[src/rtl/mem_arbiter_if.sv]
// Bundled requester (imem/dmem) and memory-port signals for mem_arbiter.
// The arbiter uses the slave modport; the requesters/memory side uses master.
interface mem_arbiter_if #(
  parameter int unsigned ADDR_W = 32
);
  logic              imem_ren;
  logic [ADDR_W-1:0] imem_addr;
  logic              ihit;
  logic [31:0]       imem_load;

  logic              dmem_ren;
  logic              dmem_wen;
  logic [ADDR_W-1:0] dmem_addr;
  logic [31:0]       dmem_store;
  logic [2:0]        dmem_width;
  logic              dhit;
  logic [31:0]       dmem_load;

  logic              ram_ren;
  logic              ram_wen;
  logic [ADDR_W-1:0] ram_addr;
  logic [31:0]       ram_store;
  logic [2:0]        ram_width;
  logic [31:0]       ram_load;
  logic              ram_ready;

  logic              bus_err;

  modport slave (
    input  imem_ren, imem_addr, dmem_ren, dmem_wen, dmem_addr, dmem_store, dmem_width,
           ram_load, ram_ready,
    output ihit, imem_load, dhit, dmem_load, ram_ren, ram_wen, ram_addr, ram_store,
           ram_width, bus_err
  );

  modport master (
    output imem_ren, imem_addr, dmem_ren, dmem_wen, dmem_addr, dmem_store, dmem_width,
           ram_load, ram_ready,
    input  ihit, imem_load, dhit, dmem_load, ram_ren, ram_wen, ram_addr, ram_store,
           ram_width, bus_err
  );
endinterface

[src/rtl/mem_arbiter.sv]
// Single-port memory arbiter between instruction fetch and data access, with ready timeout.
// Define MEM_ARB_RR_EN for round-robin arbitration instead of fixed data-over-instruction.
module mem_arbiter #(
  parameter int unsigned TIMEOUT_CYCLES = 64,
  parameter int unsigned ADDR_W         = 32
) (
  input logic          clk,
  input logic          nrst,
  mem_arbiter_if.slave bus
);

  localparam logic [1:0] IDLE  = 2'd0;
  localparam logic [1:0] IBUSY = 2'd1;
  localparam logic [1:0] DBUSY = 2'd2;

  localparam logic [2:0] WidthWord = 3'b010;

  logic [1:0]        state_q, state_d;
  logic [ADDR_W-1:0] addr_q, addr_d;
  logic [31:0]       store_q, store_d;
  logic [2:0]        width_q, width_d;
  logic              ren_q, ren_d;
  logic              wen_q, wen_d;
  logic [31:0]       cnt_q, cnt_d;
`ifdef MEM_ARB_RR_EN
  logic              last_d_q, last_d_d;  // 1: data was granted last
`endif

  logic ibusy, dbusy, busy, timeout, done;
  logic dreq, ireq, pick_d;

  assign ibusy = (state_q == IBUSY);
  assign dbusy = (state_q == DBUSY);
  assign busy  = ibusy | dbusy;

  assign timeout = busy && !bus.ram_ready && (TIMEOUT_CYCLES != 0) &&
                   (cnt_q == TIMEOUT_CYCLES - 1);
  assign done    = busy && (bus.ram_ready || timeout);

  assign dreq = bus.dmem_ren | bus.dmem_wen;
  assign ireq = bus.imem_ren;

`ifdef MEM_ARB_RR_EN
  assign pick_d = dreq && (!ireq || !last_d_q);
`else
  assign pick_d = dreq;
`endif

  always_comb begin
    state_d = state_q;
    addr_d  = addr_q;
    store_d = store_q;
    width_d = width_q;
    ren_d   = ren_q;
    wen_d   = wen_q;
    cnt_d   = cnt_q;
`ifdef MEM_ARB_RR_EN
    last_d_d = last_d_q;
`endif
    case (state_q)
      IDLE: begin
        cnt_d = '0;
        if (pick_d) begin
          addr_d  = bus.dmem_addr;
          store_d = bus.dmem_store;
          width_d = bus.dmem_width;
          // A simultaneous read+write request is a write
          wen_d   = bus.dmem_wen;
          ren_d   = bus.dmem_ren & ~bus.dmem_wen;
          state_d = DBUSY;
`ifdef MEM_ARB_RR_EN
          last_d_d = 1'b1;
`endif
        end else if (ireq) begin
          addr_d  = bus.imem_addr;
          store_d = '0;
          width_d = WidthWord;
          ren_d   = 1'b1;
          wen_d   = 1'b0;
          state_d = IBUSY;
`ifdef MEM_ARB_RR_EN
          last_d_d = 1'b0;
`endif
        end
      end
      IBUSY, DBUSY: begin
        if (done) begin
          state_d = IDLE;
          cnt_d   = '0;
        end else begin
          cnt_d = cnt_q + 32'd1;
        end
      end
      default: begin
        state_d = IDLE;
        cnt_d   = '0;
      end
    endcase
  end

  always_ff @(posedge clk or negedge nrst) begin
    if (!nrst) begin
      state_q <= IDLE;
      addr_q  <= '0;
      store_q <= '0;
      width_q <= '0;
      ren_q   <= 1'b0;
      wen_q   <= 1'b0;
      cnt_q   <= '0;
    end else begin
      state_q <= state_d;
      addr_q  <= addr_d;
      store_q <= store_d;
      width_q <= width_d;
      ren_q   <= ren_d;
      wen_q   <= wen_d;
      cnt_q   <= cnt_d;
    end
  end

`ifdef MEM_ARB_RR_EN
  always_ff @(posedge clk or negedge nrst) begin
    if (!nrst) begin
      last_d_q <= 1'b0;
    end else begin
      last_d_q <= last_d_d;
    end
  end
`endif

  // Memory port shows only latched values, and only while a transaction is in flight
  always_comb begin
    bus.ram_ren   = busy & ren_q;
    bus.ram_wen   = busy & wen_q;
    bus.ram_addr  = busy ? addr_q  : '0;
    bus.ram_store = busy ? store_q : '0;
    bus.ram_width = busy ? width_q : '0;
    bus.ihit      = done & ibusy;
    bus.dhit      = done & dbusy;
    bus.imem_load = (ibusy && bus.ram_ready) ? bus.ram_load : '0;
    bus.dmem_load = (dbusy && bus.ram_ready) ? bus.ram_load : '0;
    bus.bus_err   = timeout;
  end

endmodule
[src/flat_wrapper.sv]
// flat-port wrapper written by rule: the top's interface ports become plain ports
module mem_arbiter_flat 
#(
  parameter int unsigned TIMEOUT_CYCLES = 64,
  parameter int unsigned ADDR_W         = 32
)
  (clk, nrst, bus_imem_ren, bus_imem_addr, bus_dmem_ren, bus_dmem_wen, bus_dmem_addr, bus_dmem_store, bus_dmem_width, bus_ram_load, bus_ram_ready, bus_ihit, bus_imem_load, bus_dhit, bus_dmem_load, bus_ram_ren, bus_ram_wen, bus_ram_addr, bus_ram_store, bus_ram_width, bus_bus_err);
  mem_arbiter_if #(.ADDR_W(ADDR_W)) bus_i ();
  input logic clk;
  input logic nrst;
  input wire logic [$bits(bus_i.imem_ren)-1:0] bus_imem_ren;
  input wire logic [$bits(bus_i.imem_addr)-1:0] bus_imem_addr;
  input wire logic [$bits(bus_i.dmem_ren)-1:0] bus_dmem_ren;
  input wire logic [$bits(bus_i.dmem_wen)-1:0] bus_dmem_wen;
  input wire logic [$bits(bus_i.dmem_addr)-1:0] bus_dmem_addr;
  input wire logic [$bits(bus_i.dmem_store)-1:0] bus_dmem_store;
  input wire logic [$bits(bus_i.dmem_width)-1:0] bus_dmem_width;
  input wire logic [$bits(bus_i.ram_load)-1:0] bus_ram_load;
  input wire logic [$bits(bus_i.ram_ready)-1:0] bus_ram_ready;
  output wire logic [$bits(bus_i.ihit)-1:0] bus_ihit;
  output wire logic [$bits(bus_i.imem_load)-1:0] bus_imem_load;
  output wire logic [$bits(bus_i.dhit)-1:0] bus_dhit;
  output wire logic [$bits(bus_i.dmem_load)-1:0] bus_dmem_load;
  output wire logic [$bits(bus_i.ram_ren)-1:0] bus_ram_ren;
  output wire logic [$bits(bus_i.ram_wen)-1:0] bus_ram_wen;
  output wire logic [$bits(bus_i.ram_addr)-1:0] bus_ram_addr;
  output wire logic [$bits(bus_i.ram_store)-1:0] bus_ram_store;
  output wire logic [$bits(bus_i.ram_width)-1:0] bus_ram_width;
  output wire logic [$bits(bus_i.bus_err)-1:0] bus_bus_err;
  assign bus_i.imem_ren = bus_imem_ren;
  assign bus_i.imem_addr = bus_imem_addr;
  assign bus_i.dmem_ren = bus_dmem_ren;
  assign bus_i.dmem_wen = bus_dmem_wen;
  assign bus_i.dmem_addr = bus_dmem_addr;
  assign bus_i.dmem_store = bus_dmem_store;
  assign bus_i.dmem_width = bus_dmem_width;
  assign bus_i.ram_load = bus_ram_load;
  assign bus_i.ram_ready = bus_ram_ready;
  assign bus_ihit = bus_i.ihit;
  assign bus_imem_load = bus_i.imem_load;
  assign bus_dhit = bus_i.dhit;
  assign bus_dmem_load = bus_i.dmem_load;
  assign bus_ram_ren = bus_i.ram_ren;
  assign bus_ram_wen = bus_i.ram_wen;
  assign bus_ram_addr = bus_i.ram_addr;
  assign bus_ram_store = bus_i.ram_store;
  assign bus_ram_width = bus_i.ram_width;
  assign bus_bus_err = bus_i.bus_err;
  mem_arbiter #(.TIMEOUT_CYCLES(TIMEOUT_CYCLES), .ADDR_W(ADDR_W)) u_core (.clk(clk), .nrst(nrst), .bus(bus_i));
endmodule
[config.mk]
export PLATFORM = sky130hd
export DESIGN_NAME = mem_arbiter_flat
export DESIGN_NICKNAME = d
export VERILOG_FILES = /design/src/rtl/mem_arbiter_if.sv /design/src/rtl/mem_arbiter.sv /design/src/flat_wrapper.sv
export SDC_FILE = /design/constraint.sdc
export NUM_CORES = 1
export LEC_CHECK = 0
export BUFFER_PORTS_ARGS = -buffer_cell sky130_fd_sc_hd__buf_2
export CAP_MARGIN = 40
export CORE_ASPECT_RATIO = 1.75
export CORE_UTILIZATION = 48
export CTS_CLUSTER_DIAMETER = 50
export DETAILED_ROUTE_END_ITERATION = 12
export GPL_TIMING_DRIVEN = 0
export PLACE_DENSITY = 0.84
export SLEW_MARGIN = 20
export SYNTH_ARGS = -nofsm -noshare
export SYNTH_HDL_FRONTEND = slang
export SYNTH_SLANG_ARGS = --single-unit
[constraint.sdc]
create_clock -name clk -period 5.5 [get_ports clk]
set_clock_uncertainty 0.15 [all_clocks]
set_input_delay 1.1 -clock clk [delete_from_list [all_inputs] [get_ports clk]]
set_output_delay 1.1 -clock clk [all_outputs]
set_load 0.01 [all_outputs]
==> run summary <==
critical path class -> flop to primary output
Hold-fix buffers, CTS -> 0
worst-path cell chain -> inv_1 > ha_1 > clkbuf_1 > nor4b_1 > nand2_1 > nor4_1 > o21ai_0 > nor2_1 > buf_2
DRT iter0 DRCs -> 268
placed cell area -> 0.00699 mm²
leak pwr -> 3.94 nW
RSZ-0062 raised after global routing -> false
nets -> 1000
DR vias -> 5282
total congestion overflow -> 0
# DRC -> 0
Synth Cell Area -> 0.00543 mm²
GR Util All Layers -> 0.271
Primary FF master, synth -> dfrtp_1
PortBufs -> 272
worst-margin pin slew -> 0.803 ns
via/cell ratio -> 5.30
Clock Tree Root -> clkbuf_16
Die Wd -> 82.4 µm
family with the most delay on the worst path -> simple AND/OR/NAND/NOR gates
Achievable Freq -> 246 MHz
Reg clk slew, reported paths -> 0.07 ns
post-layout util -> 0.655
cell taking the most area after synthesis -> dfrtp_1
Ant. Diodes -> 0
Min-Delay Path Class -> flop to flop
final antenna-violating net count -> 0
synthesized instance count -> 575
WP buf/inv -> 3
DP Cell Count -> 980
Crit Path Max Fanout -> 9
Crit-path slowest cell -> nor4_1
Final Max Tran Viols -> 0
Initial Utilization -> 0.489
synth warn -> 0
final cycle utilization of the critical path -> 0.739
Syn Nets -> 716
Post CTS Setup Buffer Count -> 0
Boundary Pins -> 273
WP data arrival -> 2.82 ns
layout cells sized above 1 -> 0.340
antenna violations before repair -> 0
std cell rows -> 51
top cells by count, synth -> 103 x dfrtp_1, 72 x and2_1, 65 x and3_1
worst path required time -> 4.25 ns
P&R area growth vs syn -> 33.8%
Setup violations, final -> 0
Post-Route Setup TNS -> 0 ns
CTS tree -> yes
Yosys cell types -> 30
Sink Count -> 103
largest net degree at the start of global routing -> 58
max incr delay on CP -> 0.49 ns
share of the synthesized area in the top cell type -> 0.474
CTS-repair resized insts -> 0
die area -> 0.0118 mm²
register area share after synthesis -> 0.474
most numerous cell in the Yosys netlist -> dfrtp_1
Synth async-reset ratio -> 1.00
Die Span Y -> 143 µm
routed len/inst -> 15.6 µm
Avg Synthesized Cell Area -> 9.45 µm²
# H-tree levels -> 3
CTS Buf Count -> 9
min Tclk post-route -> 4.07 ns
HPWL after detailed placement -> 12.2 mm
Core ar. -> 0.0111 mm²
number of flops mapped to enable cells by yosys -> 0
placer congestion estimate -> 0.884
first-pass GRT wire length -> 24.0 mm
count of maximum capacitance violations -> 0
maximum vdd drop -> 0.355 mV
clock buffer depth -> 2
area of the multi-input gates -> 0.00264 mm²
register area -> 0.00258 mm²
Yosys reg bits -> 103
Post-Route WL -> 15.6 mm
Worst Setup End Kind -> primary output
slew margin rel. -> 0.465
Post-Layout Inst Area -> 0.00727 mm²
WHS -> 0.324 ns
status -> complete, no violations
vias in the first global route -> 5221
element type at the critical path start -> flop
Fillers -> 943
synth top area cells -> dfrtp_1 47%, and2_1 8.3%, and3_1 7.5%
power per cell area -> 478 mW/mm²
Finished Layout Cells -> 996
final hold violation count -> 0
Skew-Pair Late Insertion Delay -> 0.35 ns
DRT Pass-1 Iters -> 4
==> cell families after synthesis <==
kind of cell | after synthesis | share of synthesized area
muxes | 33 | 0.0608
adders and majority gates | 4 | 0.00921
buffers and inverters | 56 | 0.0403
DFF | 103 | 0.474
and+or+nand+nor | 269 | 0.272
AOI/OAI and AO/OA | 86 | 0.104
xor gates and xnor gates | 24 | 0.0387
==> cells in the final DEF, fill, tap and decap left out, types with 2 or more instances in the layout <==
cell	synthesis	final
o21ai_0	41	41
and2_1	72	72
buf_2	0	271
inv_6	0	2
and4_1	3	3
a21oi_1	8	8
nor2_1	33	33
o31ai_1	2	2
nor3_1	4	4
buf_6	1	2
or3_1	4	4
xor2_1	8	8
dfrtp_1	103	103
or3_2	2	2
xnor2_1	16	16
nor4_1	15	15
mux2i_1	33	33
inv_1	11	11
a22o_1	35	35
clkinv_2	0	2
clkbuf_1	43	44
nand3_1	8	8
nor2b_1	2	2
and3_1	65	65
clkbuf_16	0	9
clkinv_4	0	2
ha_1	4	4
nand4_1	7	7
nand2_1	49	49
==> tightest hold or removal path, cell delays in order (launching register included) <==
cell and delay (ns):
dfrtp_1 0.34, nand2_1 0.04, o21ai_0 0.06
==> flip-flops by register name, indices dropped and copies added, names as in the netlist <==
name	flops
u_core.width_q	3
u_core.cnt_q	32
u_core.addr_q	32
u_core.store_q	32
u_core.state_q	2
u_core.ren_q	1
u_core.wen_q	1
==> routing by layer <==
metal,up-vias,wire length (µm),global-route usage
li1,2549,-,-
met1,2486,5650,0.278
met2,212,8390,0.499
met3,35,1010,0.0556
met4,0,523,0.136
met5,-,0,0
==> worst paths after layout <==
kind                                               start                       endpoint  slack [ns]  depth (start not counted)
setup / recovery           u_core.state_q[1]$_DFFE_PN0P_                       bus_ihit        1.43                          9
hold / removal             u_core.addr_q[11]$_DFFE_PN0P_  u_core.addr_q[11]$_DFFE_PN0P_        0.32                          2
setup reg to reg           u_core.state_q[1]$_DFFE_PN0P_      u_core.cnt_q[2]$_DFF_PN0_        2.36                          8
hold reg to reg            u_core.addr_q[11]$_DFFE_PN0P_  u_core.addr_q[11]$_DFFE_PN0P_        0.32                          2
max in group asynchronous                           nrst       u_core.wen_q$_DFFE_PN0P_        4.07                          2
min in group asynchronous                           nrst      u_core.cnt_q[7]$_DFF_PN0_        0.52                          1
==> final cells by class <==
| type | instances | share of cell area |
|---|---|---|
| buffer | 45 | 0.0244 |
| clock buffer | 10 | 0.0315 |
| clock inverter | 6 | 0.00620 |
| inverter | 11 | 0.00568 |
| multi-input combinational | 416 | 0.363 |
| sequential | 103 | 0.355 |
| tap | 132 | 0.0227 |
| timing repair buffer | 273 | 0.192 |
==> power by group <==
| part | leakage [nW] | total (W) | internal, W | switching [W] |
|---|---|---|---|---|
| registers | 1.32 | 0.00115 | 0.00102 | 0.000135 |
| logic | 2.48 | 0.00172 | 0.000707 | 0.00101 |
| clock network | 0.137 | 0.000597 | 0.000310 | 0.000287 |
==> stage by stage <==
stage	power, W	setup WS [ns]
after floorplan	0.00218	1.88
after global placement	0.00284	1.52
after detailed placement	0.00289	1.55
after CTS	0.00349	1.37
after global routing	0.00371	1.19
final	0.00347	1.43
(Power assumes the default switching activity.)
